## config.mk

```make
export PLATFORM = sky130hd
export DESIGN_NAME = nec_prefetch_queue
export DESIGN_NICKNAME = d
export VERILOG_FILES = /design/src/rtl/nec_prefetch_queue.sv
export SDC_FILE = /design/constraint.sdc
export NUM_CORES = 1
export LEC_CHECK = 0
export BUFFER_PORTS_ARGS = -buffer_cell sky130_fd_sc_hd__buf_2
export CAP_MARGIN = 20
export CORE_UTILIZATION = 45
export DETAILED_ROUTE_END_ITERATION = 8
export GPL_TIMING_DRIVEN = 0
export PLACE_DENSITY = 0.69
export SYNTH_ARGS = -nofsm -noshare
export SYNTH_HDL_FRONTEND = slang
export SYNTH_SLANG_ARGS = --single-unit
```

## constraint.sdc

```tcl
create_clock -name clk -period 7.4 [get_ports clk]
set_input_delay 0.37 -clock clk [delete_from_list [all_inputs] [get_ports clk]]
set_output_delay 0.37 -clock clk [all_outputs]
set_load 0.01 [all_outputs]
```

## src/rtl/nec_prefetch_queue.sv

```systemverilog
// Instruction prefetch queue: fetches code words at CS:fetch_ptr into an 8-byte
// ring indexed by address[2:0]; decode reads ipq[(decode_pc+N)&7] for N < ipq_len.
module nec_prefetch_queue #(
  parameter int unsigned QUEUE_SIZE = 6
) (
  input  logic        clk,
  input  logic        reset,
  input  logic        ce_1,
  input  logic        ce_2,
  input  logic [15:0] cs,
  input  logic [15:0] decode_pc,
  input  logic        set_pc,
  input  logic [15:0] new_pc,
  input  logic        block_prefetch,
  output logic        fetch_req,
  output logic [19:0] fetch_addr,
  input  logic        fetch_ack,
  input  logic [15:0] fetch_data,
  output logic [7:0]  ipq [8],
  output logic [3:0]  ipq_len
);

  typedef enum logic [1:0] {
    IDLE,
    BUSY,
    STALE
  } state_e;

  state_e      state_q, state_d;
  logic [15:0] fetch_ptr_q, fetch_ptr_d;
  logic        fetch_req_q, fetch_req_d;
  logic [19:0] fetch_addr_q, fetch_addr_d;
  logic        fsz2_q, fsz2_d;
  logic [7:0]  ipq_q [8];
  logic [7:0]  ipq_d [8];

  logic        en;
  logic [15:0] span;
  logic [16:0] need;
  logic        room;
  logic [2:0]  slot;

  assign en = ce_1 | ce_2;

  // Room check uses the full 16-bit span; it equals ipq_len whenever
  // decode_pc trails fetch_ptr, which is the only legal case.
  always_comb begin
    span = fetch_ptr_q - decode_pc;
    need = {1'b0, span} + {15'b0, ~fetch_ptr_q[0], fetch_ptr_q[0]};
    room = (need <= 17'(QUEUE_SIZE));
    slot = fetch_ptr_q[2:0];
  end

  always_comb begin
    state_d      = state_q;
    fetch_ptr_d  = fetch_ptr_q;
    fetch_req_d  = fetch_req_q;
    fetch_addr_d = fetch_addr_q;
    fsz2_d       = fsz2_q;
    for (int unsigned i = 0; i < 8; i++) begin
      ipq_d[i] = ipq_q[i];
    end

    if (set_pc) begin
      fetch_ptr_d = new_pc;
      // An outstanding bus cycle cannot be withdrawn; it is retired as stale.
      if (state_q != IDLE) begin
        if (fetch_ack) begin
          state_d     = IDLE;
          fetch_req_d = 1'b0;
        end else begin
          state_d = STALE;
        end
      end
    end else begin
      case (state_q)
        IDLE: begin
          if (!block_prefetch && room) begin
            state_d      = BUSY;
            fetch_req_d  = 1'b1;
            fsz2_d       = ~fetch_ptr_q[0];
            fetch_addr_d = {cs, 4'h0} + {4'h0, fetch_ptr_q[15:1], 1'b0};
          end
        end
        BUSY: begin
          if (fetch_ack) begin
            if (fsz2_q) begin
              ipq_d[slot]        = fetch_data[7:0];
              ipq_d[slot + 3'd1] = fetch_data[15:8];
            end else begin
              ipq_d[slot] = fetch_data[15:8];
            end
            fetch_ptr_d = fetch_ptr_q + {14'b0, fsz2_q, ~fsz2_q};
            state_d     = IDLE;
            fetch_req_d = 1'b0;
          end
        end
        STALE: begin
          if (fetch_ack) begin
            state_d     = IDLE;
            fetch_req_d = 1'b0;
          end
        end
        default: begin
          state_d     = IDLE;
          fetch_req_d = 1'b0;
        end
      endcase
    end
  end

  always_ff @(posedge clk or posedge reset) begin
    if (reset) begin
      state_q      <= IDLE;
      fetch_ptr_q  <= '0;
      fetch_req_q  <= 1'b0;
      fetch_addr_q <= '0;
      fsz2_q       <= 1'b0;
      for (int unsigned i = 0; i < 8; i++) begin
        ipq_q[i] <= '0;
      end
    end else if (en) begin
      state_q      <= state_d;
      fetch_ptr_q  <= fetch_ptr_d;
      fetch_req_q  <= fetch_req_d;
      fetch_addr_q <= fetch_addr_d;
      fsz2_q       <= fsz2_d;
      for (int unsigned i = 0; i < 8; i++) begin
        ipq_q[i] <= ipq_d[i];
      end
    end
  end

  assign fetch_req  = fetch_req_q;
  assign fetch_addr = fetch_addr_q;
  assign ipq        = ipq_q;
  assign ipq_len    = span[3:0];

endmodule

```

==> results.yml, run 1 <==
setup_path:
  crit_fanout: 10
  regToRegEndpoint: "fetch_addr[10]$_DFFE_PP0P_"
  rrSetupSlack_ns: 2.55
  critPathSlowestCell: "dfrtp_1"
  start_kind: "register"
  cp_data_arrival_time_ns: 5.09
  crit_required_ns: 7.64
  reg2reg_depth: 16
  crit_path_cell_trace: "inv_1, ha_1, fa_1, inv_1, ha_1, a21oi_1, nor2b_1, nand2_1, a2111o_1, or3b_1, a221o_1, nor4b_2, and3_1, buf_4, buf_8, mux2_4"
  reg2reg_from: "fetch_ptr_q[0]$_DFFE_PP0P_"
  max_stage_delay_ns: 0.51
  worstSetupPathType: "register to register"
  critPathCaptureType: "register"
clock_network:
  cts_tree: "done"
  path_clk_slew_ns: 0.07
  numCtsBuffers: 9
  ctsHoldBuffers: 0
  clockRootBuffer: "clkbuf_16"
  cts_setup_buffers: 0
  htree_levels: 3
  clock-sinks: 103
  clk_latency_ns: 0.36
  cts_buffer_depth: 2
  cts_resized: 0
route:
  wl_per_cell_um: 17.2
  drcViolationCount: 0
  drt_iter0_drc: 641
  num_vias: 6654
  firstDrtPassIters: 5
  ant_nets: 0
  routed_via_density: 5.79
  wirelength_um: 19800
finish:
  nFillCells: 1434
  multi_input_area_sq_um: 4060
  drive_above_1_share: 0.207
  final_cell_area_sq_um: 8260
  num-nets-final: 1065
  regArea_sq_um: 2580
  syn2layout_area_growth_pct: 18.9
grt:
  grt_pass1_vias: 6115
  grt_overflow_total: 0
  grtUsageTotal: 0.250
  grt_max_degree: 56
  antenna_found_initial: 2
  grt_pass1_wl_um: 31300
sta:
  period_share: 0.655
  hold_viol_final: 0
  setup_viol: 0
  relSlewSlack: 0.290
  fin_skew_ns: 0.00719
  tightestPinTransition_ns: 1.06
  fin_ws_ns: 2.55
  setup_tns_ns: 0
  timing.fmax_ghz: 0.206
  fin_crit_ns: 4.85
  final_max_slew_viol_count: 0
  rsz0062_at_grt: "false"
die:
  die_x_um: 126
  core_area_sq_um: 15100
  rows: 45
  start_util: 0.459
  die-area_sq_um: 15900
  pin_count: 160
  dieHeight_um: 126
yosys:
  yosysWarnings: 0
  synth-edff-count: 0
  netlist_area_sq_um: 6950
  syn_avg_cell_area_sq_um: 8.76
  ys_types: 70
  synthCells: 793
  ys_seq_area_frac: 0.371
  synth_top_flop_cell: "dfrtp_1"
  synth-seq-cells: 103
  synth_nets: 903
  async_flop_share: 1.00
power_and_ir_drop:
  ir_worst_vdd_v: 0.000122
  p_per_area_nw_per_um2: 205
  p_leak_nw: 3.93
placed_design:
  place.gp.congestion: 0.892
  io_buffers: 150
  placed_cell_area_sq_um: 7970
  post-dp-hpwl_um: 14900
  place_ws_ns: 2.57
run_status:
  status: "complete, no violations"
run:
  drv_cap: 0
hold_path:
  min_path_type: "input port to asynchronous set/reset pin"
-- metal layers --
| layer | global-route usage | vias up | wire [um] |
|---|---|---|---|
| met1 | 0.348 | 3152 | 9200 |
| met3 | 0.0399 | 29 | 1100 |
| met5 | 0 | - | 0 |
| met2 | 0.384 | 227 | 9040 |
| met4 | 0.111 | 0 | 440 |
| li1 | - | 3246 | - |
-- final cells by class --
cell class              instances  area share
repair buffers                151      0.0942
inverters                      39      0.0180
multi-input cells             611       0.491
clock buffers                  11      0.0306
flip-flops and latches        103       0.312
well taps                     188      0.0285
plain buffers                  40      0.0206
diodes                          2    0.000606
clock inverters                 5     0.00469
-- logic make-up after synthesis --
| kind of cell | Yosys count | synth area share |
|---|---|---|
| AOI/OAI and AO/OA | 276 | 0.253 |
| and+or+nand+nor | 238 | 0.166 |
| DFF | 103 | 0.371 |
| buffers and inverters | 79 | 0.0456 |
| adders and majority gates | 39 | 0.0745 |
| muxes | 35 | 0.0592 |
| xor gates and xnor gates | 22 | 0.0308 |
| other | 1 | 0.000540 |
-- how the worst max path moves through the flow --
stage | slack, ns | depth (start not counted) | from | to
2_1_floorplan | 3.10 | 16 | fetch_ptr_q[0]$_DFFE_PP0P_ | fetch_addr[10]$_DFFE_PP0P_
3_3_place_gp | 2.63 | 16 | fetch_ptr_q[0]$_DFFE_PP0P_ | fetch_addr[4]$_DFFE_PP0P_
3_5_place_dp | 2.57 | 16 | fetch_ptr_q[0]$_DFFE_PP0P_ | fetch_addr[2]$_DFFE_PP0P_
4_1_cts | 2.55 | 16 | fetch_ptr_q[0]$_DFFE_PP0P_ | fetch_addr[4]$_DFFE_PP0P_
5_1_grt | 2.30 | 16 | fetch_ptr_q[0]$_DFFE_PP0P_ | fetch_addr[8]$_DFFE_PP0P_
6_report | 2.55 | 16 | fetch_ptr_q[0]$_DFFE_PP0P_ | fetch_addr[10]$_DFFE_PP0P_
-- report_power, final --
group | switching (mW) | internal (mW) | leakage, nW
Combinational | 0.368 | 0.242 | 2.40
Clock | 0.224 | 0.250 | 0.148
Sequential | 0.0340 | 0.579 | 1.38
Total | 0.626 | 1.07 | 3.93
-- layout by cell type (no fill, tap or decap), drive strengths merged, types with 7 or more instances in the layout --
master	n
buf	168
o21ai	108
dfrtp	103
nand2	88
a22oi	76
nor2	41
inv	41
a21oi	36
ha	35
clkbuf	34
nor3	25
mux2	25
nand3	22
xnor2	13
and3	12
nor2b	11
mux2i	10
a21o	9
xor2	8
nand2b	7
o211ai	7
-- state kept, by name, summed over array words and instances, names as in the netlist --
| register | flops |
|---|---|
| ipq | 64 |
| fetch_addr | 19 |
| fetch_ptr_q | 16 |
| state_q | 2 |
| fetch_req | 1 |
| fsz2_q | 1 |
-- synthesized netlist by cell type, drive strengths merged, types with 8 or more instances --
library cell    n  area share
dfrtp         103        0.37
inv            39       0.021
nor3           25       0.018
and3           12       0.011
xor2            8       0.010
nor2b          11      0.0099
xnor2          13       0.017
o21ai         108       0.078
clkbuf         23       0.012
nand3          22       0.016
mux2           25       0.045
nor2           41       0.022
a22oi          76       0.082
buf            17       0.012
a21oi          36       0.026
mux2i          10       0.014
nand2          88       0.048
a21o            9      0.0097
ha             35       0.063
-- stage by stage --
| stage | cells | power, mW | utilization | hold slack [ns] |
|---|---|---|---|---|
| final | 1150 | 1.70 | 0.545 | 0.106 |
| after CTS | 1148 | 1.69 | 0.545 | 0.122 |
| after floorplan | 793 | 1.07 | - | 0.502 |
| after global routing | 1150 | 1.80 | 0.545 | 0.158 |
| after global placement | 1131 | 1.21 | 0.524 | 0.460 |
| after detailed placement | 1132 | 1.22 | 0.526 | 0.466 |
-- critical path: cells and delay by family (launching register included) --
kind | cells | cell delay, ns
muxes | 1 | 0.30
DFF | 1 | 0.51
AOI/OAI and AO/OA | 3 | 0.87
and+or+nand+nor | 5 | 1.28
buffers and inverters | 4 | 0.72
adders and majority gates | 3 | 1.04
(Power assumes the default switching activity.)
==> run 2, diff against run 1 <==
Clock period 7.4 ns to 4.55 ns, I/O delays scaled along.
==> run 2 against run 1 <==
Net effect:
- die area stayed put
- largest power group is now combinational cells
- setup slack lost 2.4 ns
- via count is 1.1% higher
- cell count rose by 0.35%
- cell area grew 0.67%
==> results.yml, run 2 (same netlist as run 1, synthesis figures left out) <==
grt:
  grtUsageTotal: 0.251
  grt_pass1_wl_um: 31300
  grt_overflow_total: 0
  grt_pass1_vias: 6110
  antenna_found_initial: 2
  grt_max_degree: 56
run:
  drv_cap: 0
setup_path:
  cp_data_arrival_time_ns: 4.59
  crit_family: "simple AND/OR/NAND/NOR gates"
  critPathSlowestCell: "fa_1"
  crit_path_cell_trace: "clkinvlp_4, ha_1, fa_1, inv_1, ha_1, a21oi_1, nor2b_2, nand2_1, a2111o_1, or3b_1, a221o_1, nor4b_4, and3_4, buf_6, mux2_1"
  worst_path_most_repeated_cell: "ha_1"
  critPathCaptureType: "register"
  crit_fanout: 19
  max_stage_delay_ns: 0.49
  worstSetupPathType: "register to register"
  start_kind: "register"
  cp.buffers_inverters: 3
  crit_required_ns: 4.79
route:
  firstDrtPassIters: 5
  wl_per_cell_um: 17.2
  num_vias: 6727
  drt_iter0_drc: 639
  drcViolationCount: 0
  wirelength_um: 19800
  routed_via_density: 5.83
  ant_nets: 0
clock_network:
  numCtsBuffers: 9
  clock-sinks: 103
  cts_buffer_depth: 2
  htree_levels: 3
  clockRootBuffer: "clkbuf_16"
  path_clk_slew_ns: 0.07
  clk_latency_ns: 0.36
  cts_tree: "done"
die:
  dieHeight_um: 126
  die_x_um: 126
  rows: 45
  die-area_sq_um: 15900
  start_util: 0.459
  pin_count: 160
  core_area_sq_um: 15100
finish:
  drive_above_1_share: 0.216
  finalCoreUtilization: 0.549
  final_cell_area_sq_um: 8320
  mostFrequentLayoutCell: "buf_2"
  largest_register_ffs: 64
  syn2layout_area_growth_pct: 19.7
  num-nets-final: 1069
  layout_common_cells: "151 x buf_2, 101 x dfrtp_1, 99 x o21ai_0"
sta:
  period_share: 0.957
  timing.fmax_ghz: 0.230
  fin_crit_ns: 4.36
  setup_tns_ns: 0
  relSlewSlack: 0.293
  fin_skew_ns: 0.00906
  hold_viol_final: 0
  final_max_slew_viol_count: 0
  rsz0062_at_grt: "false"
  tightestPinTransition_ns: 1.05
  setup_viol: 0
hold_path:
  min_path_type: "input port to register"
placed_design:
  placed_cell_area_sq_um: 7970
  post-dp-hpwl_um: 14900
  io_buffers: 150
  place.gp.congestion: 0.892
power_and_ir_drop:
  ir_worst_vdd_v: 0.000198
  p_leak_nw: 3.94
  p_total_mw: 2.78
  p_per_area_nw_per_um2: 335
run_status:
  status: "complete, no violations"
## run 2: changes by cell type in the layout (fill, tap and decap cells not counted), moves of 2 or more
cell | before | now
buf_4 | 2 | 5
clkinvlp_4 | 0 | 2
dfrtp_1 | 103 | 101
dfrtp_2 | 0 | 2
inv_1 | 38 | 36
## run 2: tightest hold or removal path: stages
cell	delay, ns
buf_2	0.07
a22oi_1	0.05
o21ai_0	0.06
## run 2: worst paths after layout
check / startpoint / endpoint / slack [ns] / cells after the start
max in group asynchronous: reset / fetch_ptr_q[0]$_DFFE_PP0P_ / 3.34 / 4
setup / recovery: fetch_ptr_q[0]$_DFFE_PP0P_ / fetch_addr[14]$_DFFE_PP0P_ / 0.19 / 15
hold / removal: new_pc[12] / fetch_ptr_q[12]$_DFFE_PP0P_ / 0.09 / 3
hold reg to reg: ipq[57]$_DFFE_PP0P_ / ipq[57]$_DFFE_PP0P_ / 0.47 / 2
min in group asynchronous: reset / fetch_addr[4]$_DFFE_PP0P_ / 0.51 / 3
setup reg to reg: fetch_ptr_q[0]$_DFFE_PP0P_ / fetch_addr[14]$_DFFE_PP0P_ / 0.19 / 15
## run 2: per-stage QoR
stage	setup WS, ns	cells	hold WS (ns)
6_report	0.194	1154	0.0941
5_1_grt	0.00839	1154	0.117
4_1_cts	0.0364	1151	0.0912
3_5_place_dp	-0.277	1132	0.359
3_3_place_gp	-0.216	1131	0.456
2_1_floorplan	0.246	793	0.367
## run 2: cell type report
type                    instances  area (sq um)
diodes                          2          5.00
clock inverters                 5          38.8
plain buffers                  39           159
repair buffers                156           818
inverters                      39           156
clock buffers                  11           253
flip-flops and latches        103          2580
multi-input cells             611          4070
fillers                      1424          6830
well taps                     188           235
## run 2: what timing repair did
action,in CTS,in global routing
hold buffers,1,0
setup buffers,2,2
hold endpoints to repair,48,0
resized for setup,4,4
setup endpoints to repair,19,19
## run 2: per-layer routing
layer,global-route usage,part of all wire,vias to the layer above
li1,-,-,3253
met1,0.349,0.46,3201
met2,0.388,0.46,242
met3,0.0399,0.058,31
met4,0.106,0.022,0
met5,0,0,-
## run 2: where the power goes
group	switching [mW]	internal [mW]	leakage, nW
Clock	0.368	0.407	0.148
Sequential	0.0548	0.942	1.38
Combinational	0.605	0.407	2.42
Total	1.03	1.75	3.94
==> run 3, diff against run 2 <==
Clock period 4.55 ns to 4.1 ns, I/O delays scaled along.
==> run 3 against run 2 <==
Net effect:
- the flow now finishes with violations (DRC, hold timing)
- utilization increased by 1.2 points
- sequential power increased by 11%
- total power up 12%
- worst hold slack got worse by 0.10 ns
- critical path type unchanged
==> results.yml, run 3 (same netlist as run 1, synthesis figures left out) <==
route:
  drt_iter0_drc: 558
  wl_per_cell_um: 17.4
  routed_via_density: 5.85
  wirelength_um: 20300
  num_vias: 6798
  highest_layer: "met4"
  wl_met2_um: 9290
  firstDrtPassIters: 9
  wl_met3_um: 1230
  drt-met1-wl_um: 9380
  drcViolationCount: 1
  ant_nets: 0
sta:
  fin_worst_hold_slack_ns: -0.00589
  period_share: 0.980
  fin_crit_ns: 4.02
  rsz0062_at_grt: "true"
  final_max_slew_viol_count: 0
  timing.fmax_ghz: 0.249
  setup_viol: 0
  relSlewSlack: 0.310
  hold_viol_final: 23
  fin_skew_ns: 0.0160
  tightestPinTransition_ns: 1.03
clock_network:
  clock-sinks: 103
  htree_levels: 3
  path_clk_slew_ns: 0.08
  cts_tree: "done"
  ctsHoldBuffers: 0
  clk_latency_ns: 0.35
  cts_buffer_depth: 2
  clockRootBuffer: "clkbuf_16"
  numCtsBuffers: 9
grt:
  grt_pass1_vias: 6318
  grt_overflow_total: 0
  grtUsageTotal: 0.255
  antenna_found_initial: 0
  grt_pass1_wl_um: 32300
  grt_max_degree: 57
setup_path:
  start_kind: "register"
  rrSetupSlack_ns: 0.08
  reg2reg_from: "fetch_ptr_q[0]$_DFFE_PP0P_"
  regToRegEndpoint: "fetch_addr[7]$_DFFE_PP0P_"
  worstSetupPathType: "register to register"
  crit_required_ns: 4.32
  setup.worst_path.start: "fetch_ptr_q[0]$_DFFE_PP0P_"
  cp_data_arrival_time_ns: 4.24
  crit_fanout: 10
  critPathCaptureType: "register"
  reg2reg_depth: 15
power_and_ir_drop:
  p_leak_nw: 4.01
  p_per_area_nw_per_um2: 368
  ir_worst_vdd_v: 0.000202
finish:
  syn2layout_area_growth_pct: 22.4
  stdcell_count: 1162
  mostFrequentLayoutCell: "buf_2"
  num-nets-final: 1079
  largest_register_ffs: 64
  antenna_cells: 0
  layout_common_cells: "151 x buf_2, 101 x dfrtp_1, 99 x o21ai_0"
  finalCoreUtilization: 0.562
  drive_above_1_share: 0.244
die:
  die-area_sq_um: 15900
  start_util: 0.459
  core_area_sq_um: 15100
  rows: 45
  die_x_um: 126
  dieHeight_um: 126
  pin_count: 160
placed_design:
  place.gp.congestion: 0.881
  dp.cells: 1132
  post-dp-hpwl_um: 14800
  io_buffers: 150
hold_path:
  min_path_type: "input port to asynchronous set/reset pin"
run_status:
  status: "finished with violations"
  violations: "DRC, hold timing"
run:
  drv_cap: 0
==> run 3: layout make-up <==
cell class                 count  area [sq um]
inverter                      39           158
timing repair buffer         167           915
clock inverter                 6          57.6
sequential                   103          2580
clock buffer                  10           239
multi-input combinational    611          4160
buffer                        38           164
fill                        1419          6640
tap                          188           235
==> run 3: where the power goes <==
| group | internal (mW) | switching, mW | leakage (nW) |
|---|---|---|---|
| registers | 1.04 | 0.0609 | 1.38 |
| clock network | 0.446 | 0.413 | 0.148 |
| logic | 0.467 | 0.695 | 2.48 |
| total | 1.96 | 1.17 | 4.01 |
==> run 3: worst max path at each step <==
stage                                      end
floorplan           fetch_addr[10]$_DFFE_PP0P_
global placement     fetch_addr[1]$_DFFE_PP0P_
detailed placement   fetch_addr[7]$_DFFE_PP0P_
CTS                 fetch_addr[15]$_DFFE_PP0P_
global route         fetch_addr[4]$_DFFE_PP0P_
finish               fetch_addr[7]$_DFFE_PP0P_
==> run 3: critical path, cell delays in order, from the launching register on <==
cell and delay (ns):
dfrtp_2 0.40, clkinv_4 0.08, ha_4 0.17, fa_1 0.49, inv_2 0.07, ha_4 0.26, a21oi_2 0.05, nor2b_2 0.14
nand2_1 0.07, a2111o_1 0.36, or3b_1 0.41, a221o_1 0.36, nor4b_4 0.27, and3_4 0.31, buf_12 0.16, mux2_4 0.30
==> run 3: timing repair <==
item                       4_1_cts  5_1_grt
setup buffers                   13        3
pin swaps                        4        6
setup endpoints to repair       22       22
resized for setup                4       22
==> run 3: metrics by stage <==
step	cell area [sq um]	TNS (ns)	total power [mW]	worst slack [ns]	hold WS, ns
floorplan	6960	0	1.93	0.0124	0.344
global placement	7940	-16.65	2.19	-0.454	0.435
detailed placement	7970	-8.83	2.21	-0.543	0.375
CTS	8390	0	3.09	0.00898	0.00456
global route	8510	-1.41	3.32	-0.0926	0.0469
finish	8510	0	3.13	0.0800	-0.00589
==> run 3: per-layer routing <==
metal  GRT usage  vias up
met4      0.0879        0
met5           0        -
met3      0.0404       42
met2       0.398      258
met1       0.359     3230
li1            -     3268
